--- config.mk ---
export PLATFORM = sky130hd
export DESIGN_NAME = sec_encode_stage_flat
export DESIGN_NICKNAME = d
export VERILOG_FILES = /design/src/rtl/sec_encode_stage_if.sv /design/src/rtl/sec_encode_stage.sv /design/src/flat_wrapper.sv
export SDC_FILE = /design/constraint.sdc
export NUM_CORES = 1
export LEC_CHECK = 0
export CORE_UTILIZATION = 52
export CTS_CLUSTER_DIAMETER = 100
export DETAILED_ROUTE_END_ITERATION = 10
export GPL_TIMING_DRIVEN = 0
export PLACE_DENSITY = 0.8
export SLEW_MARGIN = 20
export SYNTH_ARGS = -nofsm -noshare
export SYNTH_HDL_FRONTEND = slang
export SYNTH_SLANG_ARGS = --single-unit
--- constraint.sdc ---
create_clock -name clk -period 3.44 [get_ports clk]
set_input_delay 0.688 -clock clk [delete_from_list [all_inputs] [get_ports clk]]
set_output_delay 0.688 -clock clk [all_outputs]
set_load 0.02 [all_outputs]
--- src/rtl/sec_encode_stage_if.sv ---
// Stream bundle for sec_encode_stage: 32-bit word input, 41-bit encoded frame output.
// master = producer/consumer side (testbench or neighbouring stages), slave = encoder.
interface sec_encode_stage_if;
    logic        in_valid;
    logic        in_ready;
    logic [31:0] in_data;
    logic        in_bypass;
    logic        out_valid;
    logic        out_ready;
    logic [31:0] out_data;
    logic [7:0]  out_chk;
    logic        out_en;

    modport master (
        output in_valid, in_data, in_bypass, out_ready,
        input  in_ready, out_valid, out_data, out_chk, out_en
    );

    modport slave (
        input  in_valid, in_data, in_bypass, out_ready,
        output in_ready, out_valid, out_data, out_chk, out_en
    );
endinterface

--- src/rtl/sec_encode_stage.sv ---
// (40,32) SEC check-bit generator with a 2-entry output FIFO and saturating frame counter.
// Optional one-shot error injection is enabled by defining SEC_ENC_INJECT_EN.
module sec_encode_stage (
    input  logic                 clk,
    input  logic                 rst,
    sec_encode_stage_if.slave    bus,
    output logic [15:0]          frame_cnt
`ifdef SEC_ENC_INJECT_EN
    ,
    input  logic                 inj_arm,
    input  logic [5:0]           inj_bit
`endif
);

    // One 32-bit mask per check bit; c[k] is the parity of the masked data.
    localparam logic [7:0][31:0] CHK_MASK = {
        32'h8888_F0F0,
        32'h4444_0F0F,
        32'h2222_FF00,
        32'h1111_00FF,
        32'hF0F0_8888,
        32'h0F0F_4444,
        32'hFF00_2222,
        32'h00FF_1111
    };

    logic [40:0] entry [2];
    logic        head_ptr;
    logic        tail_ptr;
    logic [1:0]  count;
    logic [7:0]  chk_new;
    logic [39:0] flip;
    logic [40:0] frame_new;
    logic        push;
    logic        pop;
    logic [40:0] head;

    always_comb begin
        chk_new = '0;
        for (int k = 0; k < 8; k++) begin
            chk_new[k] = ^(bus.in_data & CHK_MASK[k]);
        end
    end

`ifdef SEC_ENC_INJECT_EN
    logic       inj_armed;
    logic [5:0] inj_sel;
    logic       inj_go;
    logic [5:0] inj_pos;

    // An arm request in the same cycle as an accept applies to that word.
    always_comb begin
        inj_go  = inj_armed | inj_arm;
        inj_pos = inj_arm ? inj_bit : inj_sel;
        flip    = '0;
        if (inj_go && (inj_pos < 6'd40)) begin
            flip = 40'd1 << inj_pos;
        end
    end

    always_ff @(posedge clk) begin
        if (rst) begin
            inj_armed <= 1'b0;
            inj_sel   <= '0;
        end else if (push && inj_go) begin
            inj_armed <= 1'b0;
        end else if (inj_arm) begin
            inj_armed <= 1'b1;
            inj_sel   <= inj_bit;
        end
    end
`else
    always_comb begin
        flip = '0;
    end
`endif

    assign frame_new = {!bus.in_bypass, {chk_new, bus.in_data} ^ flip};

    assign bus.in_ready = !rst && (count < 2'd2);
    assign push         = bus.in_valid && bus.in_ready;
    assign pop          = !rst && bus.out_valid && bus.out_ready;

    always_ff @(posedge clk) begin
        if (rst) begin
            entry[0]  <= '0;
            entry[1]  <= '0;
            head_ptr  <= 1'b0;
            tail_ptr  <= 1'b0;
            count     <= '0;
            frame_cnt <= '0;
        end else begin
            if (push) begin
                entry[tail_ptr] <= frame_new;
                tail_ptr        <= ~tail_ptr;
            end
            if (pop) begin
                head_ptr <= ~head_ptr;
            end
            case ({push, pop})
                2'b10:   count <= count + 2'd1;
                2'b01:   count <= count - 2'd1;
                default: count <= count;
            endcase
            if (pop && (frame_cnt != 16'hFFFF)) begin
                frame_cnt <= frame_cnt + 16'd1;
            end
        end
    end

    assign head          = entry[head_ptr];
    assign bus.out_valid = (count != 2'd0);
    assign bus.out_data  = head[31:0];
    assign bus.out_chk   = head[39:32];
    assign bus.out_en    = head[40];

endmodule
--- src/flat_wrapper.sv ---
// flat-port wrapper written by rule: the top's interface ports become plain ports
module sec_encode_stage_flat 
  (clk, rst, frame_cnt, bus_in_valid, bus_in_data, bus_in_bypass, bus_out_ready, bus_in_ready, bus_out_valid, bus_out_data, bus_out_chk, bus_out_en);
  sec_encode_stage_if bus_i ();
  input  logic clk;
  input  logic rst;
  output logic [15:0] frame_cnt;
  input wire logic [$bits(bus_i.in_valid)-1:0] bus_in_valid;
  input wire logic [$bits(bus_i.in_data)-1:0] bus_in_data;
  input wire logic [$bits(bus_i.in_bypass)-1:0] bus_in_bypass;
  input wire logic [$bits(bus_i.out_ready)-1:0] bus_out_ready;
  output wire logic [$bits(bus_i.in_ready)-1:0] bus_in_ready;
  output wire logic [$bits(bus_i.out_valid)-1:0] bus_out_valid;
  output wire logic [$bits(bus_i.out_data)-1:0] bus_out_data;
  output wire logic [$bits(bus_i.out_chk)-1:0] bus_out_chk;
  output wire logic [$bits(bus_i.out_en)-1:0] bus_out_en;
  assign bus_i.in_valid = bus_in_valid;
  assign bus_i.in_data = bus_in_data;
  assign bus_i.in_bypass = bus_in_bypass;
  assign bus_i.out_ready = bus_out_ready;
  assign bus_in_ready = bus_i.in_ready;
  assign bus_out_valid = bus_i.out_valid;
  assign bus_out_data = bus_i.out_data;
  assign bus_out_chk = bus_i.out_chk;
  assign bus_out_en = bus_i.out_en;
  sec_encode_stage u_core (.clk(clk), .rst(rst), .bus(bus_i), .frame_cnt(frame_cnt));
endmodule
## After elaboration in Yosys (flattened, before gate mapping)

Memory sizes are Yosys's and may differ from the RTL's. A register that Yosys moved wholly into a read port is not among the register bits.
Index checks and enable logic that the tools add are counted.

- Word-level logic and storage cells: 43
- Flip-flop bits (word level): 20
- Bits in read-only memories: 0
- Memories: 1
- Memory bits (writable): 82
- Bits in latches: 0
- Output and inout bits: 59

Memories:

| memory | depth | bits a word | rd ports | clocked after memory_dff | write ports | line | source |
|---|---|---|---|---|---|---|---|
| u_core.entry | 2 | 41 | 1 | 1 | 2 | sec_encode_stage.sv:27 | `logic [40:0] entry [2];` |

- Multipliers: 0
- Div/mod/pow operators: 0
- Reduce and logical (&&, ||, !) cells: 18
- Bitwise gates (word level): 2
- Mux-type cells: 11
- Add/sub/neg operators: 3
- Shift-type cells: 0
- Eq/ne operators: 3
- Order comparisons: 1

Operators by type and width:

| cell | count |
|---|---|
| $reduce_xor 32->1 | 8 |
| $mux 41 | 1 |
| $reduce_or 41->1 | 1 |
| $add 16x1->16 const B | 1 |
| $ne 16x16->1 const B | 1 |
| $mux 1 | 9 |
| $logic_and 1x1->1 | 5 |
| $pmux 2 s2 | 1 |
| $reduce_bool 2->1 | 2 |
| $add 2x1->2 const B | 1 |
| $eq 2x1->1 const B | 1 |
| $eq 2x2->1 const B | 1 |
| $logic_not 1->1 | 2 |
| $lt 2x2->1 const B | 1 |
| $not 1->1 | 2 |
| $sub 2x1->2 const B | 1 |

## Logic depth before layout (Yosys ltp)

Gate-level depths: netlist of the first run.

- Depth in word-level cells: 8
- Mapped depth: 8

## Worst setup path after synthesis of the first run

Ideal clock, no wire load.

- Path kind: input-to-reg
- Start: in rst
- End: mem u_core.entry[0][0] (enable)
- Stages on the path: 5
- Data required time: 3.041 ns
- Slack: 0.404 ns
- Data arrival time: 2.637 ns
- Path buffers: 1
- Path through: nor2_1 nand2_1 or2_2 clkbuf_1 nand2_1

RTL lines:

| what | line | source |
|---|---|---|
| start, declared | flat_wrapper.sv:6 | `input logic rst;` |
| end, declared | sec_encode_stage.sv:27 |  |

==> impl_metrics.ini, run 1 <==
[yosys]
ys_ff_latch = 103
yosys_warnings = 0
yosys-top-cells-area = edfxtp_1 (48%), mux2_2 (9.9%), dfxtp_1 (8.2%)
synthCells = 403
seq_area_frac_synth = 0.562
async_flop_share = 0
synth-main-ff-cell = edfxtp_1
syn_avg_cell_area_um2 = 12.7
synth_edf_count = 82
synth_top_area_frac = 0.480
syn_nets = 442
synth_area_um2 = 5130
ys_types = 41
synth_top_area_cell = edfxtp_1

[timing]
holdWs_ns = 0.499
worst_pin_slew_ns = 0.713
hold_viol_final = 0
drv_slew = 0
fin_tns_setup_ns = 0
finalClockSkew_ns = 0.0139
timing.final.ws_setup_ns = 0.361
max_freq_ghz = 0.325
post-route-min-period_ns = 3.08
relSlewSlack = 0.520
grt_setup_unrepaired = false
setup_viol = 0
period_share = 0.895

[worst_setup_path]
worst_setup_path_end_kind = output port
cp-start-kind = register
cp_max_fo = 10
arrival_ns = 2.39
required_ns = 2.75
crit_type = reg -> out

[grt]
globalRouteTotalUtil = 0.226
grt_pass1_wl_um = 17300
gr-total-overflow = 0
antenna_found_initial = 0
grt_pass1_vias = 3434
grt_max_degree = 22

[cells_and_area]
final_area_um2 = 6510
drive_gt1_frac = 0.140
final.fill_count = 696
num_antenna_cells = 0
area_delta_synth_final_pct = 26.9
nets = 550

[drt]
vias = 3433
antenna_left = 0
first_iter_violations = 95
via_per_inst = 5.32
wire_per_inst_um = 16.8
drtPass1Iterations = 4
wirelength_um = 10900
route.detailed.drc = 0

[clocking]
post_cts_resized = 0
cts_buffer_depth = 2
tritoncts = built
numCtsBuffers = 9
htree_levels = 3
clock_latency_ns = 0.37
cts.sinks = 103
cts.clk_slew.worst_paths_ns = 0.09
ctsHoldBuffers = 0
cts-root-buf = clkbuf_8
cts_setup_buffers = 0

[placement]
dp_slack_ns = 0.0897
io_buffers = 95
place_area_um2 = 6300
place_hpwl_um = 7810
gp_congestion = 0.852

[status]
outcome = completed

[power]
p_leak_uw = 0.00239
cellPowerDensity_nw_per_um2 = 456
ir_drop_mv = 0.227
finalPower_uw = 2970

[floorplan]
die_x_um = 101
die_area_um2 = 10300
core-area_um2 = 9420
start_util = 0.545
num_io_pins = 96
fp-row-count = 35
die_h_um = 101

[flow_run]
maxCapViolCount = 0

[min_path]
hold_class = reg -> reg
## flip-flops by register name (all words and copies together) (netlist names), named ones only
register          count
u_core.entry         82
u_core.frame_cnt     16
u_core.head_ptr       1
u_core.tail_ptr       1
u_core.count          2
## cell usage after synthesis (3+ instances only)
cell and count:
o31ai_1 3, o21ai_0 4, dfxtp_1 21, a21oi_1 9
nand2_1 11, nand3_1 5, xnor3_1 8, and2_1 64
mux2_2 45, xnor2_1 42, nor4_1 6, xor2_1 9
inv_1 5, edfxtp_1 82, a31oi_1 3, or4_1 3
nor3_1 3, and3_1 3, nor2_1 32, clkbuf_1 11
or3_1 5, nor2b_1 4
## cell families (layout without fill, tap and decap cells)
| kind of cell | count (synthesis) | count (layout) | share of synthesized area |
|---|---|---|---|
| buf+inv | 22 | 135 | 0.0197 |
| compound gates | 27 | 27 | 0.0339 |
| flops | 103 | 103 | 0.562 |
| simple gates | 145 | 145 | 0.159 |
| xor+xnor | 59 | 59 | 0.122 |
| fa+ha+maj | 2 | 2 | 0.00487 |
| mux | 45 | 45 | 0.0987 |
## power breakdown
group	leakage, uW	switching, uW	internal [uW]
Combinational	0.00125	345	376
Clock	0.000109	409	381
Sequential	0.00103	23.5	1430
Total	0.00239	778	2190
## metal layers
metal,track usage,share of wire
met5,0,0
met2,0.396,0.50
met3,0.0455,0.039
met1,0.285,0.44
met4,0.0647,0.014
## final cells by class
| cell class | count | area, um2 | area share |
|---|---|---|---|
| flip-flops and latches | 103 | 2880 | 0.443 |
| inverters | 5 | 18.8 | 0.00288 |
| plain buffers | 17 | 82.6 | 0.0127 |
| clock buffers | 11 | 153 | 0.0234 |
| multi-input cells | 278 | 2150 | 0.331 |
| repair buffers | 97 | 1010 | 0.154 |
| well taps | 129 | 161 | 0.0248 |
| clock inverters | 5 | 55.1 | 0.00845 |
## metrics by stage
stage,cells,utilization
detailed placement,629,0.670
global route,645,0.692
floorplan,403,-
CTS,645,0.692
finish,645,0.692
global placement,627,0.663
## final timing paths
path                    from             endpoint  depth (start not counted)  slack (ns)
max                 register      bus_out_data[0]                          4        0.36
min reg2reg  u_core.tail_ptr      u_core.tail_ptr                          2        0.50
min          u_core.tail_ptr      u_core.tail_ptr                          2        0.50
max reg2reg  u_core.count[1]  u_core.entry[0][40]                          6        1.05
## critical path: stages, from the launching register on
cell and delay [ns]:
dfxtp_1 0.32, clkbuf_1 0.23, clkbuf_1 0.52, mux2_2 0.42, clkdlybuf4s50_1 0.54
## cells in the final DEF (no fill, tap or decap), types with 4 or more instances in the layout
cell             synthesis  routed
a21oi_1                  9       9
and2_1                  64      64
clkbuf_1                11      12
clkbuf_8                 0       9
clkdlybuf4s50_1          0      95
dfxtp_1                 21      21
edfxtp_1                82      82
inv_1                    5       5
mux2_2                  45      45
nand2_1                 11       9
nand3_1                  5       5
nor2_1                  32      32
nor2b_1                  4       4
nor4_1                   6       6
o21ai_0                  4       4
or3_1                    5       5
xnor2_1                 42      42
xnor3_1                  8       8
xor2_1                   9       9
Power figures use the tool's default switching activity.
==> run 2, diff against run 1 <==
- CORE_UTILIZATION: 52 -> 56
- DONT_BUFFER_PORTS: unset -> 1
- PLACE_DENSITY: 0.8 -> 0.71
==> run 2 against run 1 <==
The flow now finishes with violations (DRC). Critical path depth decreased by 1. Worst setup slack better by 0.46 ns. Final area decreased by 16%. Combinational power decreased by 27%. Cell count is 18% lower. Clock power is 5.6% lower. Clock skew is 0.0022 ns lower. Fmax rose by 18%. Worst hold slack gained 0.0037 ns. Largest cell class unchanged.
==> impl_metrics.ini, run 2 (synthesized netlist as in run 1, its figures left out) <==
[floorplan]
core-area_um2 = 8810
die_h_um = 97.7
fp-row-count = 34
die_x_um = 97.7
num_io_pins = 96
die_area_um2 = 9550
start_util = 0.583

[timing]
post-route-min-period_ns = 2.62
grt_setup_unrepaired = false
finalClockSkew_ns = 0.0117
hold_viol_final = 0
setup_viol = 0
relSlewSlack = 0.529
fin_tns_setup_ns = 0
max_freq_ghz = 0.382
period_share = 0.760
drv_slew = 0
timing.final.ws_setup_ns = 0.824
worst_pin_slew_ns = 0.700

[worst_setup_path]
arrival_ns = 1.93
cp_max_fo = 10
required_ns = 2.75
worst_setup_path_end_kind = output port
crit_type = reg -> out
cp-start-kind = register

[clocking]
cts_setup_buffers = 0
clock_latency_ns = 0.36
cts-root-buf = clkbuf_8
numCtsBuffers = 9
ctsHoldBuffers = 0
htree_levels = 3
post_cts_resized = 0
cts.clk_slew.worst_paths_ns = 0.08
cts_buffer_depth = 2
tritoncts = built
cts.sinks = 103

[drt]
wirelength_um = 9950
vias = 2995
drtPass1Iterations = 8
via_per_inst = 5.67
route.detailed.drc = 16
first_iter_violations = 123
antenna_left = 0
wire_per_inst_um = 18.8

[flow_run]
maxCapViolCount = 0

[grt]
grt_pass1_wl_um = 15900
gr-total-overflow = 0
grt_max_degree = 28
grt_pass1_vias = 3034
antenna_found_initial = 0
globalRouteTotalUtil = 0.220

[status]
outcome = complete, but fails checks
violations = DRC

[cells_and_area]
area_delta_synth_final_pct = 7.14
nets = 455
final_area_um2 = 5500
drive_gt1_frac = 0.167
mostFrequentLayoutCell = edfxtp_1
largest_reg_flops = 82
top_regs = u_core.entry x82, u_core.frame_cnt x16, u_core.count x2
final.fill_count = 664
largest_register = u_core.entry
final_cell_mix = edfxtp_1 (82), and2_1 (64), mux2_2 (45)
num_antenna_cells = 0
fin_util = 0.624

[placement]
dp_slack_ns = 0.509
place_area_um2 = 5310
gp_congestion = 0.866
place_hpwl_um = 7140
io_buffers = 0

[power]
p_leak_uw = 0.00201
ir_drop_mv = 0.226
finalPower_uw = 2730
cellPowerDensity_nw_per_um2 = 497

[min_path]
hold_class = reg -> reg
-- run 2: cell count changes in the layout (fill, tap and decap cells not counted) --
cell             change
clkinv_2             -2
clkinv_1             +1
inv_6                +1
inv_4                -1
clkdlybuf4s50_1     -95
buf_12               +2
clkinvlp_4           +1
clkbuf_16            -1
buf_16               -2
-- run 2: cell type report --
| cell class | count | area [um2] | area share |
|---|---|---|---|
| repair buffers | 2 | 40.0 | 0.00728 |
| clock buffers | 10 | 128 | 0.0232 |
| flip-flops and latches | 103 | 2880 | 0.524 |
| inverters | 5 | 18.8 | 0.00341 |
| well taps | 108 | 135 | 0.0246 |
| multi-input cells | 278 | 2150 | 0.392 |
| plain buffers | 17 | 82.6 | 0.0150 |
| clock inverters | 5 | 58.8 | 0.0107 |
-- run 2: final timing paths --
kind	end	depth (start not counted)	slack, ns	start
max	bus_out_data[0]	3	0.82	register
max reg2reg	u_core.entry[0][12]	6	0.87	u_core.count[1]
min reg2reg	u_core.tail_ptr	2	0.50	u_core.tail_ptr
min	u_core.tail_ptr	2	0.50	u_core.tail_ptr
-- run 2: critical path, stage by stage (launching register included) --
cell and delay, ns:
dfxtp_1 0.31, clkbuf_1 0.26, clkbuf_1 0.52, mux2_2 0.48
-- run 2: metal layers --
metal / global-route usage / part of all wire
met1: 0.276 / 0.42
met2: 0.356 / 0.48
met3: 0.0702 / 0.083
met4: 0.0897 / 0.019
met5: 0 / 0
-- run 2: report_power, final --
group / internal (uW) / switching [uW] / leakage (uW)
sequential: 1430 / 23.8 / 0.00103
clock: 335 / 412 / 0.0000904
combinational: 237 / 290 / 0.000888
-- run 2: through the flow --
| stage | hold slack [ns] | instances |
|---|---|---|
| floorplan | 0.464 | 403 |
| global placement | 0.476 | 511 |
| detailed placement | 0.489 | 513 |
| CTS | 0.496 | 528 |
| global route | 0.490 | 528 |
| finish | 0.503 | 528 |
